`config.mk`:
```
export PLATFORM = sky130hd
export DESIGN_NAME = zbt_port_arbiter
export DESIGN_NICKNAME = d
export VERILOG_FILES = /design/src/rtl/zbt_port_arbiter.sv
export SDC_FILE = /design/constraint.sdc
export NUM_CORES = 1
export LEC_CHECK = 0
export ABC_CLOCK_PERIOD_IN_PS = 2410
export BUFFER_PORTS_ARGS = -buffer_cell sky130_fd_sc_hd__buf_2
export CELL_PAD_IN_SITES_DETAIL_PLACEMENT = 0
export CELL_PAD_IN_SITES_GLOBAL_PLACEMENT = 1
export CORE_MARGIN = 3
export CORE_UTILIZATION = 44
export DETAILED_ROUTE_END_ITERATION = 10
export PLACE_DENSITY_LB_ADDON = 0.1
export RECOVER_POWER = 25
export SYNTH_ARGS = -nofsm -noshare
export SYNTH_HDL_FRONTEND = slang
export SYNTH_SLANG_ARGS = --single-unit
```
`constraint.sdc`:
```
create_clock -name clk -period 2.41 [get_ports clk]
set_input_delay 0.482 -clock clk [delete_from_list [all_inputs] [get_ports clk]]
set_output_delay 0.482 -clock clk [all_outputs]
set_load 0.005 [all_outputs]
```
`src/rtl/zbt_port_arbiter.sv`:
```
// ZBT SRAM port arbiter: buffers capture-stage writes in a small FIFO, gives display
// reads strict priority, and drives the pipelined ZBT bus (write data two cycles after
// address, read data returned to the display three cycles after the request).
module zbt_port_arbiter #(
  parameter int unsigned ADDR_W     = 19,
  parameter int unsigned DATA_W     = 36,
  parameter int unsigned FIFO_DEPTH = 4
) (
  input  logic                            clk,
  input  logic                            reset_n,
  input  logic [ADDR_W-1:0]               ntsc_addr,
  input  logic [DATA_W-1:0]               ntsc_data,
  input  logic                            ntsc_we,
  input  logic                            disp_req,
  input  logic [ADDR_W-1:0]               disp_addr,
  output logic [DATA_W-1:0]               disp_data,
  output logic                            disp_valid,
  output logic [ADDR_W-1:0]               ram_addr,
  output logic                            ram_we_b,
  output logic [DATA_W-1:0]               ram_data_out,
  output logic                            ram_data_oe,
  input  logic [DATA_W-1:0]               ram_data_in,
  output logic [$clog2(FIFO_DEPTH):0]     fifo_level,
  output logic                            wr_overflow
);

  localparam int unsigned PtrW = $clog2(FIFO_DEPTH);
  localparam int unsigned LvlW = PtrW + 1;

  // Capture strobe arrives one cycle ahead of its address/data.
  logic                pend_q;

  // Write FIFO storage and control
  logic [ADDR_W-1:0]   mem_addr [FIFO_DEPTH];
  logic [DATA_W-1:0]   mem_data [FIFO_DEPTH];
  logic [PtrW-1:0]     wr_ptr_q;
  logic [PtrW-1:0]     rd_ptr_q;
  logic [LvlW-1:0]     level_q;
  logic                overflow_q;

  logic                fifo_empty;
  logic                fifo_full;
  logic                push;
  logic                pop;
  logic                drop;

  // Write data phase shift register (two stages ahead of the bus register)
  logic                wv1_q, wv2_q;
  logic [DATA_W-1:0]   wd1_q, wd2_q;

  // Read return shift register
  logic                rv1_q, rv2_q, rv3_q;

  // FIFO status and the push/pop/drop decision for this edge
  always_comb begin
    fifo_empty = (level_q == '0);
    fifo_full  = (level_q == LvlW'(FIFO_DEPTH));
    pop        = !disp_req && !fifo_empty;
    // A full FIFO still accepts a push when the head leaves in the same cycle.
    push       = pend_q && (!fifo_full || pop);
    drop       = pend_q && fifo_full && !pop;
  end

  // Capture pend flag, FIFO pointers, occupancy and sticky overflow
  always_ff @(posedge clk or negedge reset_n) begin
    if (!reset_n) begin
      pend_q     <= 1'b0;
      wr_ptr_q   <= '0;
      rd_ptr_q   <= '0;
      level_q    <= '0;
      overflow_q <= 1'b0;
    end else begin
      pend_q <= ntsc_we;
      if (push) wr_ptr_q <= wr_ptr_q + PtrW'(1);
      if (pop)  rd_ptr_q <= rd_ptr_q + PtrW'(1);
      if (push && !pop)      level_q <= level_q + LvlW'(1);
      else if (pop && !push) level_q <= level_q - LvlW'(1);
      if (drop) overflow_q <= 1'b1;
    end
  end

  // FIFO storage needs no reset; occupancy alone defines validity.
  always_ff @(posedge clk) begin
    if (push) begin
      mem_addr[wr_ptr_q] <= ntsc_addr;
      mem_data[wr_ptr_q] <= ntsc_data;
    end
  end

  // Address phase: display read first, then a buffered write, else idle
  always_ff @(posedge clk or negedge reset_n) begin
    if (!reset_n) begin
      ram_addr <= '0;
      ram_we_b <= 1'b1;
    end else if (disp_req) begin
      ram_addr <= disp_addr;
      ram_we_b <= 1'b1;
    end else if (pop) begin
      ram_addr <= mem_addr[rd_ptr_q];
      ram_we_b <= 1'b0;
    end else begin
      ram_we_b <= 1'b1;
    end
  end

  // Write data phase: drive data and enable two edges after the write address
  always_ff @(posedge clk or negedge reset_n) begin
    if (!reset_n) begin
      wv1_q        <= 1'b0;
      wv2_q        <= 1'b0;
      wd1_q        <= '0;
      wd2_q        <= '0;
      ram_data_out <= '0;
      ram_data_oe  <= 1'b0;
    end else begin
      wv1_q       <= pop;
      wd1_q       <= mem_data[rd_ptr_q];
      wv2_q       <= wv1_q;
      wd2_q       <= wd1_q;
      ram_data_oe <= wv2_q;
      if (wv2_q) ram_data_out <= wd2_q;
    end
  end

  // Read return: sample the bus three edges after the read address
  always_ff @(posedge clk or negedge reset_n) begin
    if (!reset_n) begin
      rv1_q      <= 1'b0;
      rv2_q      <= 1'b0;
      rv3_q      <= 1'b0;
      disp_valid <= 1'b0;
      disp_data  <= '0;
    end else begin
      rv1_q      <= disp_req;
      rv2_q      <= rv1_q;
      rv3_q      <= rv2_q;
      disp_valid <= rv3_q;
      if (rv3_q) disp_data <= ram_data_in;
    end
  end

  assign fifo_level  = level_q;
  assign wr_overflow = overflow_q;

endmodule
```
Word level (Yosys, flattened, before mapping)
Memories as Yosys holds them, arrays and structs flattened. A register that Yosys moved wholly into a read port is not among the register bits.
Index checks and enable logic that the tools add are counted.
{"block": "totals", "out_inout_bits": 98, "inputBits": 114, "elab_cells": 48, "ram_bits": 220, "regBits": 144, "mem_count": 2}
{"memory": "mem_data", "depth": 4, "width": 36, "rd": 1, "rd_clocked_by_memory_dff": 1, "write_ports": 1, "line_no": "35", "text": "logic [DATA_W-1:0] mem_data [FIFO_DEPTH];"}
{"memory": "mem_addr", "depth": 4, "width": 19, "rd": 1, "rd_clocked_by_memory_dff": 0, "write_ports": 1, "line_no": "34", "text": "logic [ADDR_W-1:0] mem_addr [FIFO_DEPTH];"}
{"block": "classes", "n_addsub": 4, "n_reduce_logical": 16, "eq_ne": 1, "muxes": 8}
{"cell": "$mux 19", "n": 2}
{"cell": "$logic_and 1x1->1", "n": 6}
{"cell": "$logic_not 1->1", "n": 6}
{"cell": "$mux 3", "n": 2}
{"cell": "$add 2x1->2 const B", "n": 2}
{"cell": "$mux 1", "n": 4}
{"cell": "$reduce_bool 2->1", "n": 2}
{"cell": "$add 3x1->3 const B", "n": 1}
{"cell": "$eq 3x3->1 const B", "n": 1}
{"cell": "$logic_not 3->1", "n": 1}
{"cell": "$sub 3x1->3 const B", "n": 1}
{"cell": "$logic_or 1x1->1", "n": 1}

Logic depth before layout (Yosys ltp)
Gate-level depths: netlist (run 1).
{"block": "depth", "depth_word": 9, "ltp_mapped": 9, "ltp_nobuf": 8}

Worst setup path before layout (run 1)
OpenSTA, ideal clock, no wires.
{"block": "synth_path", "kind": "reg-to-reg", "from": "register level_q[0], in the netlist fifo_level[0]", "to": "memory mem_addr[0][0] (enable)", "path_buffers": 0, "required_ps": 1992, "slack_ps": -305, "arrival_ps": 2296, "setup_time_ps": 418, "period_less_slack_ps": 2715, "stages_incl_launch_ff": 4, "path_cell_list": "dfrtp_1 > nor2_1 > a31oi_2 > and2_1"}
{"block": "synth_via", "elab_chain_len": 7, "word_cells_on_any_way": 9, "cone_classes": "eq/ne (1); mux (2); reduce/logical (6)"}
{"item": "from (decl)", "line_no": "38", "text": "logic [LvlW-1:0] level_q;"}
{"item": "from (signal assigned)", "line_no": "76", "text": "if (push && !pop) level_q <= level_q + LvlW'(1);"}
{"item": "from (signal assigned)", "line_no": "77", "text": "else if (pop && !push) level_q <= level_q - LvlW'(1);"}
{"item": "$logic_not 3->1", "line_no": "56", "text": "fifo_empty = (level_q == '0);"}
{"item": "$logic_not 1->1", "line_no": "58", "text": "pop = !disp_req && !fifo_empty;"}
{"item": "$logic_and 1x1->1", "line_no": "58"}
{"item": "$logic_or 1x1->1 *", "line_no": "60", "text": "push = pend_q && (!fifo_full || pop);"}
{"item": "$logic_and 1x1->1 *", "line_no": "60"}
{"item": "via push", "line_no": "43", "text": "logic push;"}
{"item": "$mux 1 *", "line_no": "84", "text": "if (push) begin"}
{"item": "$mux 1 (not written as such) *", "line_no": "85", "text": "mem_addr[wr_ptr_q] <= ntsc_addr;"}
{"item": "to (decl)", "line_no": "34"}
The timed path passes the listed nets; every way through them passes the cells marked *.

Worst setup path after layout (run 1)
{"block": "layout_path", "from": "register level_q[0], in the netlist fifo_level[0]", "to": "register level_q[2], in the netlist fifo_level[2]"}
{"block": "layout_via", "elab_chain_len": 8, "word_cells_on_any_way": 16, "cone_classes": "add/sub (2); eq/ne (1); mux (2); reduce/logical (11)"}
{"item": "parallel branches: the longest is 8 deep, another holds $sub 3x1->3"}
Parallel ways; which one is timed is not known. The select of a mux whose other input is x is not followed.
A chain may end at the register's enable or synchronous reset.

==> results of run 1 <==
[per-layer routing]
layer  share of wire (%)  wire length, µm
met5                0.25               64
met4                 1.6              414
met3                 6.6             1690
met2                  49            12470
met1                  43            10930
[state kept, by name, indices dropped and copies added, names as in the netlist]
register,flops
wr_overflow,1
wd1_q,36
rv3_q,1
rv2_q,1
ram_we_b,1
rd_ptr_q,2
ram_data_oe,1
mem_data,144
disp_data,36
wd2_q,36
pend_q,1
mem_addr,76
rv1_q,1
wr_ptr_q,2
wv1_q,1
disp_valid,1
fifo_level,3
wv2_q,1
ram_addr,19
ram_data_out,36
[power groups by stage]
stage,clock network [W],logic [W],registers [W]
floorplan,0,0.00272,0.00995
global placement,0,0.00412,0.0103
detailed placement,0,0.00420,0.0104
CTS,0.00689,0.00422,0.0102
global route,0.00719,0.00446,0.0104
finish,0.00668,0.00409,0.0102
[worst reg2reg max path, delay by kind of cell (launching register included)]
kind                       cells  cell delay (ns)
buffers and inverters          1             0.08
DFF                            1             0.49
adders and majority gates      2             0.57
xor gates and xnor gates       2             0.32
and+or+nand+nor                3             0.61
[worst max-delay path by stage]
stage	endpoint	cells past startpoint	from	slack, ns
floorplan	fifo_level[2]	9	fifo_level[0]	0.24
global placement	fifo_level[2]	8	fifo_level[0]	0.40
detailed placement	fifo_level[2]	8	fifo_level[0]	0.28
CTS	fifo_level[2]	8	fifo_level[0]	0.26
global route	fifo_level[2]	8	fifo_level[0]	0.13
finish	fifo_level[2]	8	fifo_level[0]	0.27
[layout make-up]
class                           count  area share, %
Sequential cell                   400          64.92
Tap cell                          396          2.893
Inverter                           20         0.4384
Clock buffer                       64          7.584
Clock inverter                     14          1.169
Multi-Input combinational cell    192          15.10
Timing Repair Buffer              238          7.891
[cells by family after synthesis]
family	share of synthesized area, %
compound gates	1.832
buf+inv	1.751
simple gates	0.8172
xor+xnor	0.3773
fa+ha+maj	0.5927
mux	14.87
flops	79.76
[metrics by stage]
stage          power (W)  cells
5_1_grt          0.02208   1324
4_1_cts          0.02135   1324
2_1_floorplan    0.01266    637
6_report         0.02095   1324
3_3_place_gp     0.01438   1245
3_5_place_dp     0.01456   1245
[cells in the final DEF, fill, tap and decap left out, drive strengths merged]
cell type	count
dlygate4sd3	1
a41o	1
and2	4
nor3	1
ha	5
nor3b	1
dfstp	1
nand2b	5
buf	181
a31oi	1
mux4	55
edfxtp	220
clkinv	21
nor4	1
or2	1
bufinv	5
dfrtp	179
fa	1
nor2	2
o21ai	15
clkinvlp	2
mux2	74
clkbuf	120
xor2	3
inv	6
o221a	4
xnor2	3
a22oi	15
==> results.sh, run 1 <==
export IMPL_detailedRoute_firstIterationViolations=361
export IMPL_arrival_ns=2.58
export IMPL_power_report_internal_total_w=0.01577
export IMPL_fp_coreArea_mm2=0.03091
export IMPL_capture_instance_of_the_worst_register_to_register_path="fifo_level[2]"
export IMPL_crit_chain="nor3_2, or2_1, ha_1, inv_1, fa_1, xor2_1, nor2_1, xor2_1"
export IMPL_r2r_start="fifo_level[0]"
export IMPL_worst_clock_skew_ns=0.01538
export IMPL_grt_overflow=0
export IMPL_timing_hold_violations_final=0
export IMPL_grt_start_max_net_pins=75
export IMPL_drc_errors=0
export IMPL_routed_via_count=6604
export IMPL_grt_pass1_vias=7146
export IMPL_endpoint_required_time_on_the_critical_path_ns=2.85
export IMPL_die_h_um=183.9
export IMPL_hold_path_class="in -> reg"
export IMPL_io_buffers=211
export IMPL_root_driver="sky130_fd_sc_hd__clkbuf_16"
export IMPL_seq_power_share_pct=48.6
export IMPL_finalHoldWorstSlack_ns=0.07168
export IMPL_yosys_most_used_dff="sky130_fd_sc_hd__edfxtp_1"
export IMPL_yosysUniqueCellTypes=28
export IMPL_vdd_ir_drop_max_uv=621.6
export IMPL_synth_warning_count=0
export IMPL_synth_async_reset_ratio_pct=45.00
export IMPL_avgViaCountPerCell=4.988
export IMPL_drv_slew=0
export IMPL_crit_path_top_delay_cell="sky130_fd_sc_hd__dfrtp_1"
export IMPL_synthesis_area_mm2=0.01393
export IMPL_synthesis_area_per_instance_um2=21.87
export IMPL_final_nets=1014
export IMPL_buffer_count_from_post_cts_setup_fixing=0
export IMPL_synth_edff_count=220
export IMPL_ff2ff_setup_slack_ns=0.27
export IMPL_grt_first_pass_wirelength_um=39990
export IMPL_wire_length_reported_by_the_detailed_router_um=25570
export IMPL_layout_setup_ws_ns=0.2676
export IMPL_clock_sinks=400
export IMPL_finalCoreUtilization_pct=55.40
export IMPL_worst_path_most_repeated_cell="sky130_fd_sc_hd__xor2_1"
export IMPL_worst_hold_depth=1
export IMPL_timing_max_cap_violations=0
export IMPL_drive_above_1_share_pct=41.81
export IMPL_gr_usage_met3_pct=4.036
export IMPL_seqCellArea_mm2=0.01112
export IMPL_synthDominantAreaCellType="sky130_fd_sc_hd__edfxtp_1"
export IMPL_power_share_switching_pct=24.74
export IMPL_multi_input_comb_area_mm2=0.002586
export IMPL_cp_end_kind="register"
export IMPL_timing_final_crit_share_pct=88.90
export IMPL_globalRouteTotalUtil_pct=15.11
export IMPL_cp_num_buf_inv=1
export IMPL_detailedRoute_firstPassIterationCount=5
export IMPL_worstPathMaxFanout=6
export IMPL_run_status="completed"
export IMPL_synthToLayoutAreaGrowth_pct=22.92
export IMPL_synth_seq_cells=400
export IMPL_antenna_found_initial=5
export IMPL_synth_commonest_cells="sky130_fd_sc_hd__edfxtp_1 (220), sky130_fd_sc_hd__dfrtp_1 (179), sky130_fd_sc_hd__mux2_2 (73), sky130_fd_sc_hd__mux4_2 (55)"
export IMPL_number_of_clock_buffers_inserted_by_tritoncts=42
export IMPL_fillCellCount=2419
export IMPL_grt_busiest_layer="met2"
export IMPL_post_detailed_route_wirelength_per_cell_um=19.31
export IMPL_grt_setup_unrepaired="no"
export IMPL_clkLatencyLatePin_ns=0.52
export IMPL_cts_repair_resized=0
export IMPL_worst_pin_slew_ns=0.7153
export IMPL_initial_core_utilization_pct=45.07
export IMPL_critPathTopFamily="simple AND/OR/NAND/NOR gates"
export IMPL_fp_row_count=64
export IMPL_detailedPlace_worstSlack_ns=0.2822
export IMPL_grt_met2_usage_pct=24.80
export IMPL_detail_route_antenna_nets=0
export IMPL_worst_setup_hold_path_clk_slew_ns=0.06
export IMPL_synthCells=637
export IMPL_fin_crit_period_ns=2.142
export IMPL_number_of_buffers_inserted_for_hold_repair_after_clock_tree_synthesis=1
export IMPL_gp_congestion=0.7491
export IMPL_insertedDiodeCount=0
export IMPL_globalRouteMet1Util_pct=20.47
export IMPL_io_pin_count=212
export IMPL_max_slew_headroom_pct=52.31
export IMPL_timing_setup_tns_ns=0
export IMPL_final_cell_area_mm2=0.01713
export IMPL_mappedNetlistNets=757
export IMPL_die_area_mm2=0.03384
export IMPL_share_comb_of_total_power_pct=19.5
export IMPL_yosysMostFrequentCell="sky130_fd_sc_hd__edfxtp_1"
export IMPL_leakage_component_of_the_power_nw=6.565
export IMPL_h_tree_depth=2
export IMPL_worst_r2r_cell_count=8
export IMPL_cp_slowest_stage_delay_ns=0.49
export IMPL_start_kind="register"
export IMPL_tritoncts_clock_tree="done"
export IMPL_dpl_hpwl_um=16990
export IMPL_seq_area_frac_synth_pct=79.76
export IMPL_critical_path_type="reg -> reg"
export IMPL_upper_clock_frequency_limit_mhz=466.8
export IMPL_cts_max_path_buffers=3
export IMPL_die_width_um=183.9
export IMPL_power_switching_w=0.005184
export IMPL_power_density_mw_per_mm2=1224
export IMPL_min_from="ntsc_we"
export IMPL_placed_area_mm2=0.01569
export IMPL_synth_largest_type_area_fraction_pct=47.42
export IMPL_finalSetupViolations=0
export IMPL_yosys_top_cells_area="sky130_fd_sc_hd__edfxtp_1 (47%), sky130_fd_sc_hd__dfrtp_1 (32%), sky130_fd_sc_hd__mux4_2 (8.9%)"
export IMPL_pwr_share_clk_pct=31.9
export IMPL_min_delay_worst_endpoint="pend_q"
(Power assumes the default switching activity.)
==> inputs of run 2 (changes only) <==
--- a/config.mk
+++ b/config.mk
@@ -10,10 +10,11 @@
 export CELL_PAD_IN_SITES_DETAIL_PLACEMENT = 0
 export CELL_PAD_IN_SITES_GLOBAL_PLACEMENT = 1
 export CORE_MARGIN = 3
-export CORE_UTILIZATION = 44
+export CORE_UTILIZATION = 45
+export CTS_BUF_LIST = sky130_fd_sc_hd__clkbuf_2
 export DETAILED_ROUTE_END_ITERATION = 10
 export PLACE_DENSITY_LB_ADDON = 0.1
-export RECOVER_POWER = 25
+export RECOVER_POWER = 100
 export SYNTH_ARGS = -nofsm -noshare
 export SYNTH_HDL_FRONTEND = slang
 export SYNTH_SLANG_ARGS = --single-unit
==> run 2 against run 1 <==
  * The flow now finishes with violations (max-capacitance violations, max-slew violations)
  * Worst hold slack improved by 0.26 ns
  * Clock skew rose by 0.040 ns
  * Final cell count rose by 15%
  * Highest routed layer is now met4
  * Sequential power barely moved
  * Non-clock buffer count rose by 107
  * Fmax barely moved
  * Sequential cell count did not move
  * Global-route usage rose by 1.9 points
  * Routed wire length rose by 9.2%
==> results.sh, run 2 (synthesis gave the netlist of run 1 again) <==
export IMPL_placed_area_mm2=0.01559
export IMPL_fillCellCount=2438
export IMPL_worstPathMaxFanout=55
export IMPL_tritoncts_clock_tree="done"
export IMPL_globalRouteTotalUtil_pct=17.05
export IMPL_routed_via_count=7522
export IMPL_final_cell_area_mm2=0.01745
export IMPL_leakage_component_of_the_power_nw=6.766
export IMPL_endpoint_required_time_on_the_critical_path_ns=2.90
export IMPL_finalSetupViolations=0
export IMPL_run_status="finished with violations"
export IMPL_grt_first_pass_wirelength_um=44330
export IMPL_hold_path_class="reg -> reg"
export IMPL_drc_errors=0
export IMPL_leading_registers_by_flop_count="mem_data x144, mem_addr x76"
export IMPL_worst_pin_slew_ns=1.861
export IMPL_detailedPlace_worstSlack_ns=0.3478
export IMPL_cp_end_kind="register"
export IMPL_clock_sinks=400
export IMPL_avgViaCountPerCell=4.920
export IMPL_critical_path_type="reg -> reg"
export IMPL_detailedRoute_firstIterationViolations=349
export IMPL_r2r_start="fifo_level[1]"
export IMPL_number_of_buffers_inserted_for_hold_repair_after_clock_tree_synthesis=113
export IMPL_worst_clock_skew_ns=0.05552
export IMPL_final_common_cell="sky130_fd_sc_hd__edfxtp_1"
export IMPL_detail_route_antenna_nets=0
export IMPL_buffer_count_from_post_cts_setup_fixing=0
export IMPL_grt_overflow=0
export IMPL_detailedRoute_firstPassIterationCount=4
export IMPL_power_density_mw_per_mm2=1066
export IMPL_final_nets=1178
export IMPL_clkLatencyLatePin_ns=0.88
export IMPL_min_delay_worst_endpoint="wd2_q[2]"
export IMPL_start_kind="register"
export IMPL_cts_repair_resized=0
export IMPL_timing_final_crit_share_pct=88.92
export IMPL_failed_checks="max-capacitance violations, max-slew violations"
export IMPL_layout_cells_most_common_list="sky130_fd_sc_hd__edfxtp_1 (220), sky130_fd_sc_hd__dfrtp_1 (177), sky130_fd_sc_hd__clkbuf_2 (164)"
export IMPL_arrival_ns=2.63
export IMPL_seqCellArea_mm2=0.01111
export IMPL_number_of_clock_buffers_inserted_by_tritoncts=99
export IMPL_grt_setup_unrepaired="no"
export IMPL_io_buffers=211
export IMPL_cts_max_path_buffers=3
export IMPL_worst_setup_hold_path_clk_slew_ns=0.10
export IMPL_synthToLayoutAreaGrowth_pct=25.24
export IMPL_timing_max_cap_violations=1
export IMPL_wire_length_reported_by_the_detailed_router_um=27920
export IMPL_timing_hold_violations_final=0
export IMPL_vdd_ir_drop_max_uv=498.0
export IMPL_registers_top_by_ff_count="mem_data"
export IMPL_root_driver="sky130_fd_sc_hd__clkbuf_2"
export IMPL_worst_r2r_cell_count=5
export IMPL_timing_setup_tns_ns=0
export IMPL_die_h_um=182.0
export IMPL_worst_hold_depth=0
export IMPL_h_tree_depth=3
export IMPL_grt_pass1_vias=8401
export IMPL_initial_core_utilization_pct=46.27
export IMPL_layout_setup_ws_ns=0.2670
export IMPL_fp_coreArea_mm2=0.03011
export IMPL_drive_above_1_share_pct=36.15
export IMPL_multi_input_comb_area_mm2=0.002576
export IMPL_die_area_mm2=0.03311
export IMPL_post_detailed_route_wirelength_per_cell_um=18.26
export IMPL_capture_instance_of_the_worst_register_to_register_path="mem_data[2][7]"
export IMPL_fp_row_count=63
export IMPL_drv_slew=62
export IMPL_gp_congestion=0.7857
export IMPL_fin_crit_period_ns=2.143
export IMPL_min_from="wd1_q[2]"
export IMPL_max_ffs_per_register=144
export IMPL_ff2ff_setup_slack_ns=0.27
export IMPL_die_width_um=182.0
export IMPL_upper_clock_frequency_limit_mhz=466.6
export IMPL_grt_start_max_net_pins=64
export IMPL_io_pin_count=212
export IMPL_antenna_found_initial=2
export IMPL_dpl_hpwl_um=16510
export IMPL_max_slew_headroom_pct=-24.05
run 2: how the worst max path moves through the flow:
stage / from / to / slack, ns / depth (start not counted)
finish: fifo_level[1] / mem_data[2][7] / 0.27 / 5
global route: fifo_level[2] / fifo_level[2] / 0.09 / 8
CTS: fifo_level[2] / fifo_level[2] / 0.24 / 1
detailed placement: fifo_level[2] / fifo_level[2] / 0.35 / 8
global placement: fifo_level[2] / fifo_level[2] / 0.41 / 8
floorplan: fifo_level[0] / fifo_level[2] / 0.24 / 9
run 2: cell type report:
class,instances,area share (%)
flip-flops and latches,400,63.70
multi-input cells,192,14.76
well taps,390,2.797
clock buffers,160,4.589
diodes,2,0.02868
inverters,20,0.4302
repair buffers,345,13.02
clock inverters,20,0.6740
run 2: report_power, final:
group | leakage [nW] | switching [W] | internal (W)
Clock | 0.707 | 0.00254 | 0.00184
Sequential | 4.12 | 0.000916 | 0.00924
Combinational | 1.94 | 0.00191 | 0.00215
Total | 6.77 | 0.00537 | 0.0132
run 2: per-layer routing:
metal,global-route usage (%),share of wire [%],up-vias
met1,22.10,42,3852
li1,-,-,3368
met3,4.307,6.5,36
met4,6.033,1.5,0
met2,28.23,50,266
met5,0,0,-
run 2: worst max-delay path, cell delays in order, from the launching register on:
cell,delay [ns]
sky130_fd_sc_hd__dfrtp_1,0.53
sky130_fd_sc_hd__nor2_1,0.12
sky130_fd_sc_hd__a31oi_2,0.24
sky130_fd_sc_hd__clkbuf_1,0.25
sky130_fd_sc_hd__and2_0,0.25
sky130_fd_sc_hd__buf_12,0.34
run 2: per-stage QoR:
stage | power [W] | hold slack (ns) | instances | util [%]
CTS | 0.01914 | 0.1024 | 1527 | 58.58
floorplan | 0.01266 | 0.1864 | 637 | -
global route | 0.01981 | 0.2277 | 1529 | 57.95
detailed placement | 0.01454 | 0.3347 | 1234 | 51.77
finish | 0.01860 | 0.3302 | 1529 | 57.95
global placement | 0.01434 | 0.3341 | 1234 | 51.77
